File: src/rtl/uopc_pkg.sv
// Shared types and sizing for the uop loop controller.
// No logic; FSM state encoding and default cache geometry only.
// Imported by uop_loop_ctrl and uopc_skid_fifo.
package uopc_pkg;

    localparam int UOPC_DEPTH = 64;
    localparam int UOPC_AW    = 6;
    localparam int UOPC_DW    = 32;

    typedef enum logic [1:0] {
        IDLE,
        FILL,
        REPLAY,
        DRAIN
    } uopc_state_t;

endpackage

File: src/rtl/uopc_skid_fifo.sv
// 2-entry skid FIFO catching cache read data behind the output handshake.
// Latency: push visible at head the next cycle; occ updates on the same edge.
// Backpressure: none internally; the caller never pushes into a full FIFO.
module uopc_skid_fifo
    import uopc_pkg::*;
#(
    parameter int DW = UOPC_DW
) (
    input  logic          clk,
    input  logic          reset,
    input  logic          clr,
    input  logic          push,
    input  logic [DW-1:0] push_dat,
    input  logic          pop,
    output logic [DW-1:0] head_dat,
    output logic [1:0]    occ
);

    logic [DW-1:0] mem [2];
    logic          wr_ptr;
    logic          rd_ptr;

    always_ff @(posedge clk or posedge reset) begin
        if (reset) begin
            mem[0] <= '0;
            mem[1] <= '0;
            wr_ptr <= 1'b0;
            rd_ptr <= 1'b0;
            occ    <= 2'd0;
        end else if (clr) begin
            wr_ptr <= 1'b0;
            rd_ptr <= 1'b0;
            occ    <= 2'd0;
        end else begin
            if (push) begin
                mem[wr_ptr] <= push_dat;
                wr_ptr      <= ~wr_ptr;
            end
            if (pop) begin
                rd_ptr <= ~rd_ptr;
            end
            case ({push, pop})
                2'b10:   occ <= occ + 2'd1;
                2'b01:   occ <= occ - 2'd1;
                default: occ <= occ;
            endcase
        end
    end

    assign head_dat = mem[rd_ptr];

endmodule

File: src/rtl/uop_loop_ctrl.sv
// Captures a decoded-uop loop body into the uop cache, then replays it loop_count times.
// Latency: first replayed uop 2 cycles after REPLAY entry, then 1 uop/cycle. Optional UOPC_PERF_EN adds perf_replayed.
// Backpressure: in_ready only in FILL; out_ready stalls reads so the 2-entry skid FIFO never overflows.
module uop_loop_ctrl
    import uopc_pkg::*;
#(
    parameter int DEPTH = UOPC_DEPTH,
    parameter int AW    = UOPC_AW,
    parameter int DW    = UOPC_DW,
    parameter int CW    = 8
) (
    input  logic          clk,
    input  logic          reset,
    input  logic          start,
    input  logic [CW-1:0] loop_count,
    input  logic          flush,
    input  logic          in_valid,
    output logic          in_ready,
    input  logic [DW-1:0] in_instr,
    input  logic          in_last,
    output logic          out_valid,
    input  logic          out_ready,
    output logic [DW-1:0] out_instr,
    output logic          cache_we,
    output logic [AW-1:0] cache_waddr,
    output logic [DW-1:0] cache_wdata,
    output logic          cache_re,
    output logic [AW-1:0] cache_raddr,
    input  logic [DW-1:0] cache_rdata,
    output logic          busy,
    output logic          done,
    output logic [AW:0]   body_len
`ifdef UOPC_PERF_EN
    ,
    output logic [31:0]   perf_replayed
`endif
);

    uopc_state_t   state;
    logic [AW-1:0] wptr;
    logic [AW-1:0] rptr;
    logic [CW-1:0] pass_cnt;
    logic          inflight;
    logic [1:0]    occ;
    logic          in_hs;
    logic          fill_end;
    logic          pop;
    logic          rd_wrap;

    assign in_hs    = in_valid & in_ready;
    assign fill_end = in_hs & (in_last | (wptr == AW'(DEPTH - 1)));
    assign pop      = out_valid & out_ready;
    assign rd_wrap  = ({1'b0, rptr} == (body_len - 1'b1));

    assign cache_we    = in_hs;
    assign cache_waddr = wptr;
    assign cache_wdata = in_ready ? in_instr : '0;
    assign cache_raddr = rptr;
    // occ + inflight - pop < 2, rearranged to stay unsigned
    assign cache_re    = (state == REPLAY) &&
                         (({1'b0, occ} + {2'b00, inflight}) < (3'd2 + {2'b00, pop}));

    assign out_valid = (occ != 2'd0);
    assign busy      = (state != IDLE);

    always_ff @(posedge clk or posedge reset) begin
        if (reset) begin
            state    <= IDLE;
            wptr     <= '0;
            rptr     <= '0;
            pass_cnt <= '0;
            inflight <= 1'b0;
            in_ready <= 1'b0;
            done     <= 1'b0;
            body_len <= '0;
        end else begin
            done     <= 1'b0;
            inflight <= cache_re;
            if (flush) begin
                state    <= IDLE;
                in_ready <= 1'b0;
                inflight <= 1'b0;
            end else begin
                case (state)
                    IDLE: begin
                        if (start) begin
                            state    <= FILL;
                            in_ready <= 1'b1;
                            wptr     <= '0;
                            rptr     <= '0;
                            pass_cnt <= (loop_count == '0) ? CW'(1) : loop_count;
                        end
                    end
                    FILL: begin
                        if (in_hs) begin
                            wptr <= wptr + 1'b1;
                            if (fill_end) begin
                                body_len <= {1'b0, wptr} + 1'b1;
                                in_ready <= 1'b0;
                                state    <= REPLAY;
                            end
                        end
                    end
                    REPLAY: begin
                        if (cache_re) begin
                            if (rd_wrap) begin
                                rptr     <= '0;
                                pass_cnt <= pass_cnt - 1'b1;
                                if (pass_cnt == CW'(1)) begin
                                    state <= DRAIN;
                                end
                            end else begin
                                rptr <= rptr + 1'b1;
                            end
                        end
                    end
                    DRAIN: begin
                        if ((occ == 2'd0) && !inflight) begin
                            done  <= 1'b1;
                            state <= IDLE;
                        end
                    end
                    default: state <= IDLE;
                endcase
            end
        end
    end

    uopc_skid_fifo #(.DW(DW)) u_skid (
        .clk      (clk),
        .reset    (reset),
        .clr      (flush),
        .push     (inflight),
        .push_dat (cache_rdata),
        .pop      (pop),
        .head_dat (out_instr),
        .occ      (occ)
    );

`ifdef UOPC_PERF_EN
    always_ff @(posedge clk or posedge reset) begin
        if (reset) begin
            perf_replayed <= '0;
        end else if ((state == IDLE) && start && !flush) begin
            perf_replayed <= '0;
        end else if (pop && (perf_replayed != 32'hFFFF_FFFF)) begin
            perf_replayed <= perf_replayed + 32'd1;
        end
    end
`endif

endmodule
File: config.mk
export PLATFORM = sky130hd
export DESIGN_NAME = uop_loop_ctrl
export DESIGN_NICKNAME = d
export VERILOG_FILES = /design/src/rtl/uopc_pkg.sv /design/src/rtl/uopc_skid_fifo.sv /design/src/rtl/uop_loop_ctrl.sv
export SDC_FILE = /design/constraint.sdc
export NUM_CORES = 1
export LEC_CHECK = 0
export ABC_AREA = 0
export BUFFER_PORTS_ARGS = -buffer_cell sky130_fd_sc_hd__buf_2
export CORE_UTILIZATION = 55
export DETAILED_ROUTE_END_ITERATION = 8
export PLACE_DENSITY = 0.86
export SLEW_MARGIN = 20
export SYNTH_ARGS = -nofsm -noshare
export SYNTH_HDL_FRONTEND = slang
export SYNTH_SLANG_ARGS = --single-unit
File: constraint.sdc
create_clock -name clk -period 6.5 [get_ports clk]
set_input_delay 0 -clock clk [delete_from_list [all_inputs] [get_ports clk]]
set_output_delay 0 -clock clk [all_outputs]
set_load 0.03 [all_outputs]
# Word-level counts from Yosys, hierarchy flattened
# Cells that the tools add are included.
[totals]
regBits = 100
in_bits = 79
out_inout_bits = 89
[classes]
n_addsub = 9
magnitude_cmp = 4
n_eq_ne = 19
n_mux = 42
bitwise_logic = 9
n_reduce_logical = 22
[op_table]
columns = ["operator", "count"]
rows = [
  ["$mux W32", 5],
  ["$bwmux W64", 1],
  ["$demux W32 S1", 1],
  ["$mux W8", 4],
  ["$mux W6", 4],
  ["$pmux W6 S2", 2],
  ["$mux W2", 9],
  ["$ne A3 B3 Y1 const B", 6],
  ["$pmux W8 S2", 1],
  ["$reduce_and A4 Y1", 4],
  ["$add A6 B1 Y6 const B", 2],
  ["$mux W1", 12],
  ["$reduce_bool A2 Y1", 6],
  ["$eq A8 B1 Y1 const B", 1],
  ["$logic_not A8 Y1", 1],
  ["$ne A2 B2 Y1 const B", 4],
  ["$pmux W2 S4", 1],
  ["$sub A8 B1 Y8 const B", 1],
  ["$add A6 B1 Y7 const B", 1],
  ["$eq A6 B7 Y1", 1],
  ["$reduce_and A7 Y1", 1],
  ["$sub A7 B1 Y7 const B", 1],
  ["$eq A2 B2 Y1 const B", 3],
  ["$eq A6 B6 Y1 const B", 1],
  ["21 further kinds", 32],
]

# Depth between registers and ports, before layout
[logic_depth]
depth_word = 8
mapped_depth = 10
ltp_nobuf = 8

# Modules after synthesis
# Synthesis repeated with hierarchy kept, for this count alone.
[hier_totals]
hier_cells = 456
hier_area_um2 = 5288.8
[by_module_without_submodules]
columns = ["module", "n_inst", "cells_per_inst", "area_per_inst_um2"]
rows = [
  ["uopc_skid_fifo", 1, 190, 2975.4],
  ["uop_loop_ctrl", 1, 266, 2313.5],
]

# Worst setup path after synthesis
# Ideal clock, no wire load.
[synth_path]
kind = "reg-to-reg"
startpoint = "register state[0]"
endpoint = "register pass_cnt[4]"
setup_time_ns = 0.083
arrival_time_ns = 2.400
required_time_ns = 6.417
path_slack_ns = 4.017
path_stages_with_launch = 9
n_path_buf = 1
period_less_slack_ns = 2.483
cell_sequence = "dfrtp_1 > inv_1 > ha_1 > clkbuf_1 > clkinv_1 > nor3_1 > nand3_1 > o2bb2a_1 > o21ai_0"
[synth_between]
elab_chain_len = 4
[synth_lines]
columns = ["element", "line", "text"]
rows = [
  ["start, declared", "uop_loop_ctrl.sv:39", "uopc_state_t state;"],
  ["start signal, assigned", "uop_loop_ctrl.sv:68", "state <= IDLE;"],
  ["start signal, assigned", "uop_loop_ctrl.sv:80", "state <= IDLE;"],
  ["start signal, assigned", "uop_loop_ctrl.sv:87", "state <= FILL;"],
  ["$eq A2 B2 Y1", "uop_loop_ctrl.sv:60", "assign cache_re = (state == REPLAY) &&"],
  ["$logic_and A1 B1 Y1", "uop_loop_ctrl.sv:60", ""],
  ["named net cache_re", "uop_loop_ctrl.sv:27", "output logic cache_re,"],
  ["$ne A2 B2 Y1 (no source line)", "-", ""],
  ["$reduce_and A5 Y1 (no source line)", "-", ""],
  ["end signal, assigned", "uop_loop_ctrl.sv:91", "pass_cnt <= (loop_count == '0) ? CW'(1) : loop_count;"],
  ["end signal, assigned", "uop_loop_ctrl.sv:108", "pass_cnt <= pass_cnt - 1'b1;"],
  ["end, declared", "uop_loop_ctrl.sv:42", "logic [CW-1:0] pass_cnt;"],
]
# The timed path passes the listed nets, and every way through them passes these cells.
# A chain may end at the register's enable or synchronous reset.

# Worst setup path after layout
[layout_path]
startpoint = "register state[0]"
endpoint = "register pass_cnt[0]"
[layout_between]
elab_chain_len = 4
[layout_lines]
columns = ["element", "line"]
rows = [
  ["$eq A2 B2 Y1", "uop_loop_ctrl.sv:60, uop_loop_ctrl.sv:84"],
  ["$logic_and A1 B1 Y1", "uop_loop_ctrl.sv:60"],
  ["$ne A2 B2 Y1 (no source line)", "-"],
  ["$reduce_and A5 Y1 (no source line)", "-"],
]
# Parallel ways exist; a longest one is shown, timed or not.

==> summary.txt <==
GRT
  – Grt ovf: 0
  – Pin count of the biggest net entering global routing: 55
  – Global router's overall resource usage: 0.2731
  – Initial antenna violation count: 0
  – Wire length of the first global-routing pass: roughly 21000 um
  – Vias in the first global route: between 4000 and 5000

Layout
  – Number of filler cells placed in the layout: ~640
  – Final Net Count: 756
  – Storage element area: between 2000 and 3000 sq um
  – Synth-to-Final Area Change: 29.63%
  – Final std cells w/o fill: 782
  – Share of layout cells above drive strength 1: 0.4337
  – Number of antenna cells inserted: 0
  – Area taken by multi-input logic gates: between 2000 and 3000 sq um

STA
  – Worst relative slew slack: 0.2835
  – Unrepaired setup endpoints after global routing: no
  – Setup violations, final: 0
  – Final period util: 0.4414
  – Hold Fails Final Rpt: 0
  – Count of pins over their slew limit: 0
  – Hold Worst Slack: 0.04107 ns
  – Total negative slack for setup checks: 0 ns
  – Maximum operating frequency: around 350 MHz
  – Minimum clock period after layout: between 2 and 3 ns
  – Clock skew after layout: ~0.01 ns
  – Transition time at the pin with the least slew margin: between 1 and 1.5 ns

Drt
  – Router iterations before antenna repair: 5
  – Vias after detailed routing: roughly 4400
  – Total wire length after detailed routing: ~13000 um
  – DRC violations left: 0
  – Starting DRT DRC Count: between 150 and 200
  – Detail Route Antenna Nets: 0
  – Post-DR wirelength/cell: 16.45 um
  – Per-cell via count in the routed design: 5.610

Clock tree
  – Clock network latency to the later pin of the worst-skew pair: 0.37 ns
  – H-tree depth: 3
  – Clock transition at the register clock pins on the worst setup and hold paths after CTS: about 0.10 ns
  – Buffer type at the clock tree root: clkbuf_8
  – Largest buffer count on any clock path: 2
  – Post-CTS Repair Setup Buffers: 0
  – TritonCTS clock tree: built
  – Number of buffers inserted during clock tree synthesis: 9
  – Clock sink total: 100

Critical path
  – Critical Path Start Type: flip-flop
  – Setup Crit Path Kind: reg -> reg
  – Element type at the critical path end: flip-flop
  – Arrival time reported for the critical path endpoint: roughly 3.1 ns
  – Peak fanout along the critical path: 19
  – Data required time at the worst endpoint: ~6.8 ns
  – Flop2flop setup slack: around 3.6 ns
  – Launching element of the worst setup path: state[0]
  – Critical register-to-register path startpoint: state[0]

Synth
  – Synth Flop Type: dfrtp_1
  – Number of instances in the synthesized netlist: about 470
  – Post-synth EDFFs: 0
  – Seq cells post-synth: 100
  – Synth Warn #: 0
  – Largest cells by area after synthesis: dfrtp_1 48%, mux2_2 21%, and2_1 4.0%
  – Distinct cell type count after synthesis: between 40 and 50
  – Post-synth ARST share: 1.000
  – Combined area of all synthesized cells: a little over 5000 sq um
  – Most area-hungry cell type in the Yosys netlist: dfrtp_1
  – Most common library cells after synthesis: 100 x dfrtp_1, 97 x mux2_2, 33 x and2_1
  – Mean cell area of the mapped netlist: about 11 sq um
  – Library cell with the highest instance count after synthesis: dfrtp_1
  – Net count after synthesis: 555
  – Portion of the post-synthesis area used by sequential elements: 0.4818
  – Portion of synthesized cell area occupied by the leading cell type: 0.4818

Placement
  – Final weighted congestion of routability-driven global placement: between 0.8 and 0.9
  – Half-perimeter wire length of the detailed placement result: 8850 um
  – Number of cells in the design after placement: slightly above 700
  – Number of port buffers: 167

Pwr
  – Static Leakage: about 0.0034 uW
  – Peak supply drop: between 200 and 250 uV
  – Total power density per cell area: about 390 nW/um^2

Die
  – Floorplan die width: ~99 um
  – Total core area: 9196 sq um
  – # rows: 35
  – Initial core utilization: 0.5648
  – Area of the die: between 9000 and 10000 sq um
  – Height of the die: slightly below 100 um
  – Number of primary I/O pins: about 170

Job
  – Max-Cap Viols: 0

Worst hold path
  – Worst min-delay path startpoint: loop_count[4]
  – HP Class: in -> reg

Run status
  – Result of the run: finished, final reports clean
==> stage by stage <==
step	total power (uW)	setup slack, ns	utilization	instance area, sq um
after CTS	2593	3.643	0.7321	6733
after detailed placement	2151	3.680	0.6660	6125
final	2599	3.631	0.7321	6733
after global routing	2746	3.328	0.7321	6733
after global placement	2096	3.836	0.6660	6125
after floorplan	1836	3.881	-	5194
==> layout by cell type, fill, tap and decap left out, drive strengths merged, types with 8 or more instances in the layout <==
| cell type | n |
|---|---|
| nand2 | 19 |
| and2 | 33 |
| nor3 | 9 |
| xor2 | 8 |
| buf | 171 |
| ha | 11 |
| clkbuf | 10 |
| o21ai | 22 |
| a21oi | 11 |
| inv | 20 |
| dlygate4sd3 | 40 |
| nor2 | 26 |
| dfrtp | 100 |
| o22ai | 8 |
| nand3 | 19 |
| mux2 | 98 |
==> kinds of logic after synthesis <==
logic type               after synthesis  share of synthesized area
AO/OA/AOI/OAI                         61                    0.07613
XOR/XNOR                              14                    0.02361
adder cells (fa/ha/maj)               11                    0.02650
buffers and inverters                 38                    0.02794
flip-flops                           100                     0.4818
multiplexers                         103                     0.2221
AND/OR/NAND/NOR                      138                     0.1419
==> metal layers <==
| layer | routed length [um] | track usage | part of all wire |
|---|---|---|---|
| met2 | 6528 | 0.4723 | 0.51 |
| met1 | 5357 | 0.3341 | 0.42 |
| met3 | 615 | 0.05903 | 0.048 |
| met4 | 360 | 0.1120 | 0.028 |
| met5 | 0 | 0 | 0 |
==> critical path: stages (launching register included) <==
cell and delay (ns):
dfrtp_1 0.43, inv_1 0.11, ha_1 0.60, clkinv_1 0.43
nor2_1 0.23, a31oi_1 0.37, a22o_1 0.37, a311oi_1 0.24
==> layout make-up <==
type	count	area share
multi-input combinational	327	0.3789
sequential	100	0.3717
timing repair buffer	211	0.1881
tap	111	0.02063
clock buffer	10	0.01896
clock inverter	6	0.01189
inverter	17	0.009849
==> final timing paths <==
| check | endpoint | depth (start not counted) |
|---|---|---|
| max | pass_cnt[0] | 7 |
| min | pass_cnt[4] | 3 |
| max reg2reg | pass_cnt[0] | 7 |
| min reg2reg | u_skid.mem[30] | 1 |
| max in group asynchronous | u_skid.mem[30] | 4 |
| min in group asynchronous | u_skid.mem[23] | 3 |
==> registers in the layout (all words and copies together), names as in the netlist, 2 cells and up <==
name	flops
state	2
u_skid.occ	2
cache_waddr	6
pass_cnt	8
cache_raddr	6
u_skid.mem	64
body_len	7
==> what timing repair did <==
| item | CTS | global route |
|---|---|---|
| hold buffers | 40 | 0 |
| hold endpoints to repair | 118 | 0 |
| resized for setup | 0 | 0 |
==> where the power goes <==
part | internal (uW) | switching (uW)
clock network | 188 | 232
logic | 478 | 743
registers | 801 | 156
Power figures use the tool's default switching activity.
